`src/rtl/alu_control_unit_pkg.sv`:
```
// Shared opcode map, instruction-field positions, FSM state encoding and the
// control bundle produced by the decoder. Reused by the ALU datapath.
package alu_control_unit_pkg;

   localparam int unsigned INSTR_W   = 16;
   localparam int unsigned ADDR_W    = 8;
   localparam int unsigned DATA_W    = 8;
   localparam int unsigned OPC_W     = 4;
   localparam int unsigned OPERAND_W = 8;
   localparam int unsigned IMM_BIT   = 11;
   localparam int unsigned SEL_W     = 2;

   typedef enum logic [OPC_W-1:0] {
      OP_NOP = 4'h0,
      OP_ADD = 4'h1,
      OP_SUB = 4'h2,
      OP_AND = 4'h3,
      OP_OR  = 4'h4,
      OP_XOR = 4'h5,
      OP_LDA = 4'h8,
      OP_LDB = 4'h9,
      OP_STR = 4'hA,
      OP_JMP = 4'hC,
      OP_HLT = 4'hF
   } opcode_e;

   typedef enum logic [2:0] {
      ST_IDLE   = 3'd0,
      ST_FETCH  = 3'd1,
      ST_DECODE = 3'd2,
      ST_MEM    = 3'd3,
      ST_LOAD   = 3'd4,
      ST_EXEC   = 3'd5,
      ST_WRITE  = 3'd6,
      ST_HALT   = 3'd7
   } state_e;

   // Operand-register load selects driven on cu_A / cu_B
   localparam logic [SEL_W-1:0] SEL_HOLD = 2'b00;
   localparam logic [SEL_W-1:0] SEL_DMEM = 2'b10;
   localparam logic [SEL_W-1:0] SEL_IMM  = 2'b11;

   typedef struct packed {
      logic [SEL_W-1:0]  cu_a;
      logic [SEL_W-1:0]  cu_b;
      logic              rer;
      logic              dmem_we;
      logic [ADDR_W-1:0] dmem_addr;
      logic              busy;
      logic              halted;
   } ctrl_t;

endpackage

```
`src/rtl/alu_control_unit_decode.sv`:
```
// Moore output decode: maps the current state and latched instruction fields
// to the datapath / data-memory control bundle.
//   state   in  : current FSM state
//   op      in  : ir opcode field
//   imm     in  : ir immediate flag
//   operand in  : ir operand field
//   ctrl    out : control bundle (combinational)
module cu_decode
   import alu_control_unit_pkg::*;
(
   input  state_e                 state,
   input  logic [OPC_W-1:0]       op,
   input  logic                   imm,
   input  logic [OPERAND_W-1:0]   operand,
   output ctrl_t                  ctrl
);

   logic [SEL_W-1:0] load_sel;

   always_comb begin
      ctrl     = '0;
      load_sel = imm ? SEL_IMM : SEL_DMEM;

      ctrl.busy   = (state != ST_IDLE) && (state != ST_HALT);
      ctrl.halted = (state == ST_HALT);

      case (state)
         ST_MEM: begin
            ctrl.dmem_addr = operand;
         end
         ST_LOAD: begin
            ctrl.dmem_addr = operand;
            // Only LDA/LDB reach LOAD, so anything not LDB targets A
            if (op == OP_LDB) ctrl.cu_b = load_sel;
            else              ctrl.cu_a = load_sel;
         end
         ST_EXEC: begin
            ctrl.rer = 1'b1;
         end
         ST_WRITE: begin
            ctrl.dmem_addr = operand;
            ctrl.dmem_we   = 1'b1;
         end
         default: ;
      endcase
   end

endmodule

```
`src/rtl/alu_control_unit.sv`:
```
// Multi-cycle control unit for the ALU datapath: fetches 16-bit instructions,
// decodes them into load / execute / store / jump sequences and drives the
// datapath control inputs as a Moore decode of state and ir.
//   clk, reset_alu_datapath : clock, async active-high reset
//   start                   : begin (IDLE) or resume (HALT) fetching
//   imem_addr / imem_data   : instruction memory (1-cycle sync read)
//   dmem_addr / dmem_we / dmem_wdata : data memory access, wdata = alu_r
//   alu_r                   : ALU result register R
//   ir_operand, opcode      : ir[7:0], ir[15:12]
//   cu_A, cu_B              : A / B register load selects
//   RER                     : result register enable
//   busy, halted            : status
module alu_control_unit
   import alu_control_unit_pkg::*;
(
   input  logic                   clk,
   input  logic                   reset_alu_datapath,
   input  logic                   start,
   output logic [ADDR_W-1:0]      imem_addr,
   input  logic [INSTR_W-1:0]     imem_data,
   output logic [ADDR_W-1:0]      dmem_addr,
   output logic                   dmem_we,
   output logic [DATA_W-1:0]      dmem_wdata,
   input  logic [DATA_W-1:0]      alu_r,
   output logic [OPERAND_W-1:0]   ir_operand,
   output logic [SEL_W-1:0]       cu_A,
   output logic [SEL_W-1:0]       cu_B,
   output logic [OPC_W-1:0]       opcode,
   output logic                   RER,
   output logic                   busy,
   output logic                   halted
);

   state_e               state, state_nxt;
   logic [ADDR_W-1:0]    pc, pc_nxt;
   logic [INSTR_W-1:0]   ir, ir_nxt;
   ctrl_t                ctrl;

   // ir[10:8] are reserved in the instruction format and never decoded
   logic unused_rsvd_bits;
   assign unused_rsvd_bits = ^{ir[10:8], imem_data[10:8]};

   // State, program counter and instruction register
   always_ff @(posedge clk or posedge reset_alu_datapath) begin
      if (reset_alu_datapath) begin
         state <= ST_IDLE;
         pc    <= '0;
         ir    <= '0;
      end else begin
         state <= state_nxt;
         pc    <= pc_nxt;
         ir    <= ir_nxt;
      end
   end

   // Next-state, pc and ir update; dispatch uses the word arriving from imem
   always_comb begin
      state_nxt = state;
      pc_nxt    = pc;
      ir_nxt    = ir;

      case (state)
         ST_IDLE: begin
            if (start) state_nxt = ST_FETCH;
         end
         ST_FETCH: begin
            state_nxt = ST_DECODE;
         end
         ST_DECODE: begin
            ir_nxt = imem_data;
            pc_nxt = pc + ADDR_W'(1);
            case (opcode_e'(imem_data[INSTR_W-1 -: OPC_W]))
               OP_ADD, OP_SUB, OP_AND, OP_OR, OP_XOR: state_nxt = ST_EXEC;
               OP_LDA, OP_LDB: state_nxt = imem_data[IMM_BIT] ? ST_LOAD : ST_MEM;
               OP_STR: state_nxt = ST_WRITE;
               OP_JMP: begin
                  pc_nxt    = imem_data[OPERAND_W-1:0];
                  state_nxt = ST_FETCH;
               end
               OP_HLT:  state_nxt = ST_HALT;
               default: state_nxt = ST_FETCH;
            endcase
         end
         ST_MEM: begin
            state_nxt = ST_LOAD;
         end
         ST_LOAD, ST_EXEC, ST_WRITE: begin
            state_nxt = ST_FETCH;
         end
         ST_HALT: begin
            if (start) state_nxt = ST_FETCH;
         end
         default: begin
            state_nxt = ST_IDLE;
         end
      endcase
   end

   cu_decode u_decode (
      .state   (state),
      .op      (ir[INSTR_W-1 -: OPC_W]),
      .imm     (ir[IMM_BIT]),
      .operand (ir[OPERAND_W-1:0]),
      .ctrl    (ctrl)
   );

   assign imem_addr  = pc;
   assign dmem_addr  = ctrl.dmem_addr;
   assign dmem_we    = ctrl.dmem_we;
   assign dmem_wdata = alu_r;
   assign ir_operand = ir[OPERAND_W-1:0];
   assign opcode     = ir[INSTR_W-1 -: OPC_W];
   assign cu_A       = ctrl.cu_a;
   assign cu_B       = ctrl.cu_b;
   assign RER        = ctrl.rer;
   assign busy       = ctrl.busy;
   assign halted     = ctrl.halted;

endmodule

```
`config.mk`:
```
export PLATFORM = sky130hd
export DESIGN_NAME = alu_control_unit
export DESIGN_NICKNAME = d
export VERILOG_FILES = /design/src/rtl/alu_control_unit_pkg.sv /design/src/rtl/alu_control_unit_decode.sv /design/src/rtl/alu_control_unit.sv
export SDC_FILE = /design/constraint.sdc
export NUM_CORES = 1
export LEC_CHECK = 0
export ABC_AREA = 1
export ABC_CLOCK_PERIOD_IN_PS = 1400
export CAP_MARGIN = 20
export CORE_AREA = 2 2 67 69
export DETAILED_ROUTE_END_ITERATION = 10
export DIE_AREA = 0 0 69 71
export PLACE_DENSITY = 0.79
export RECOVER_POWER = 50
export SYNTH_ARGS = -nofsm -noshare
export SYNTH_HDL_FRONTEND = slang
export SYNTH_SLANG_ARGS = --single-unit
```
`constraint.sdc`:
```
create_clock -name clk -period 1.4 [get_ports clk]
set_clock_uncertainty 0.2 [all_clocks]
set_input_delay 0.35 -clock clk [delete_from_list [all_inputs] [get_ports clk]]
set_output_delay 0.35 -clock clk [all_outputs]
set_load 0.05 [all_outputs]
```
==> impl_metrics.json <==
{
  "grt_max_degree": 25,
  "period_needed_ns": 1.99,
  "wl_mm": 6.79,
  "vdd_drop_max_uv": 1770,
  "via_per_inst": 5.38,
  "die_w_um": 69,
  "max_freq_mhz": 503,
  "synth_ff_type": "dfrtp_1",
  "track_usage_pct": 24.6,
  "crit_required_ns": 0.85,
  "dr_total_vias": 1995,
  "ys_top_cells_by_count": "nand2_1, inv_1, nor2_1",
  "worst_pin_slew_ns": 0.631,
  "status": "finished with violations",
  "cts_buffers": 3,
  "syn_to_final_growth_pct": 137,
  "final-max-slew-violation-count": 0,
  "first_iter_violations": 205,
  "die_height_um": 71,
  "worstSetupStartpointType": "register",
  "violations": "negative setup slack",
  "synth.most_common_cell": "nand2_1",
  "rsz0062_at_grt": "yes",
  "maxSlewHeadroom_pct": 58.0,
  "drv_cap": 0,
  "power_frac_seq_pct": 16.0,
  "antenna_found_initial": 0,
  "switchingPower_uw": 4310,
  "worstHoldPathType": "primary input to register",
  "synthTopCellsByArea": "dfrtp_1, nand2_1, inv_1, nor2_1, o21ai_0",
  "num_rows": 24,
  "wl_per_cell_um": 18.3,
  "core_area_um2": 4200,
  "clk_pin_slew_ns": 0.11,
  "ys_ff_latch": 24,
  "yosysTopAreaCell": "dfrtp_1",
  "numPortBuffers": 51,
  "ys_types": 20,
  "final_hold_viol_count": 0,
  "synth_edf_count": 0,
  "place.gp.congestion": 0.843,
  "yosysWarnings": 0,
  "firstDrtPassIters": 4,
  "synth_top_cell_area_share_pct": 41.9,
  "synthArstFlopShare_pct": 100,
  "grt_pass1_wl_mm": 9.49,
  "switching_share_pct": 47.3,
  "tritoncts": "yes",
  "power_frac_clock_pct": 7.1,
  "hold_ws_ns": 0.352,
  "drive_gt1_share_pct": 62.4,
  "syn_area_per_cell_um2": 6.86,
  "synth_nets": 237,
  "pwr-share-comb_pct": 76.9,
  "syn_area_um2": 1430,
  "cp-end-kind": "output pin",
  "grt_pass1_vias": 1957,
  "powerDensity_nw_per_um2": 2680,
  "setup_viol": 59,
  "remaining_drc_errors": 0,
  "ant_nets": 0,
  "final_area_um2": 3400,
  "cts_sinks": 24,
  "h-tree-depth": 1,
  "syn-instance-count": 209,
  "power.leakage_uw": 0.00159,
  "pin_count": 71,
  "placed_cell_area_um2": 2700,
  "fin_crit_sh_pct": 142,
  "start_util_pct": 34.1,
  "nets": 348,
  "insertion_delay_ns": 0.28,
  "dp_hpwl_mm": 3.21,
  "n_antenna_cell": 0,
  "cts_root_buf": "clkbuf_8",
  "arrival_ns": 1.44,
  "ys_seq_area_share_pct": 41.9,
  "intPower_uw": 4800,
  "place_ws_ns": -0.505,
  "grt_overflow_total": 0,
  "setup_slack_ns": -0.588,
  "clockBufferDepth": 2,
  "crit_type": "register to output pin",
  "critPathMaxFanout": 5,
  "die-area_um2": 4900
}
[per-stage QoR]
stage / setup TNS (ns) / cells / utilization, % / power [uW]
5_1_grt: -21.18 / 371 / 80.9 / 9430
6_report: -17.25 / 371 / 80.9 / 9110
2_1_floorplan: -4.89 / 209 / - / 4220
3_3_place_gp: -9.11 / 334 / 64.2 / 6550
4_1_cts: -14.65 / 360 / 77.6 / 8400
3_5_place_dp: -10.44 / 334 / 64.2 / 6640
[layer usage]
layer	wire (um)	vias up	global-route usage, %
met2	3530	121	44.4
met4	272	0	11.8
li1	-	873	-
met5	0	-	0
met1	2540	970	27.8
met3	441	31	4.84
[sequential cells by signal (all words and copies together), names as in the netlist]
| name | flops |
|---|---|
| ir | 13 |
| state | 3 |
| imem_addr | 8 |
[layout make-up]
cell class	instances	area, um^2
repair buffers	118	1510
multi-input cells	141	995
fillers	221	803
flip-flops and latches	24	623
inverters	32	140
well taps	52	65.1
clock buffers	3	41.3
clock inverters	1	30.0
[what timing repair did]
action                                  in CTS  in global routing
pin swaps                                   24                  8
gates cloned                                 3                  0
endpoints found under the setup margin      57                 60
setup buffers                               19                 14
hold buffers                                 0                  0
resized for setup                           95                 20
[path summary, 6_finish.rpt]
| check | from | to | slack [ns] | depth (start not counted) |
|---|---|---|---|---|
| min in group asynchronous | reset_alu_datapath | ir[14] | 0.46 | 3 |
| max in group asynchronous | reset_alu_datapath | imem_addr[5] | 0.08 | 3 |
| worst min register to register | ir[13] | ir[13] | 0.38 | 2 |
| worst max-delay path | state[2] | dmem_addr[5] | -0.59 | 6 |
| worst min-delay path | imem_data[13] | ir[13] | 0.35 | 4 |
| worst max register to register | state[2] | imem_addr[6] | -0.40 | 10 |
[cell usage in the layout, fill, tap and decap left out, drive strengths merged]
master         instances
nand3b                 1
dlygate4sd3            1
nor3                   4
a21oi                  7
nand4                  2
bufinv                 1
clkdlybuf4s50         10
nor2                  30
nand3                 15
o22ai                  1
dfrtp                 24
dlygate4sd2            4
o211ai                 2
or2                    1
a31oi                  1
o21ai                 19
clkbuf                 4
inv                   32
nand2                 57
ha                     1
buf                  102
[power groups by stage]
stage / Sequential, uW / Combinational [uW] / Clock [uW]
after floorplan: 2370 / 1840 / 0
after global placement: 1470 / 5080 / 0
after detailed placement: 1490 / 5150 / 0
after CTS: 1430 / 6350 / 611
after global routing: 1490 / 7260 / 680
final: 1460 / 7000 / 645
[cell families (layout without fill, tap and decap cells)]
family          after synthesis  in the layout  share of synthesized area (%)
compound gates               30             30                           11.0
simple gates                110            110                           31.9
flops                        24             24                           41.9
buf+inv                      44            154                           14.3
fa+ha+maj                     1              1                          0.872
[worst max-delay path, stage by stage (launching register included)]
cell and delay (ns):
dfrtp_2 0.45, buf_6 0.14, nor2_4 0.13, nor2_4 0.06, buf_12 0.15, nor2_4 0.08, buf_6 0.16
Note: power is estimated with default switching activity, not from simulation.
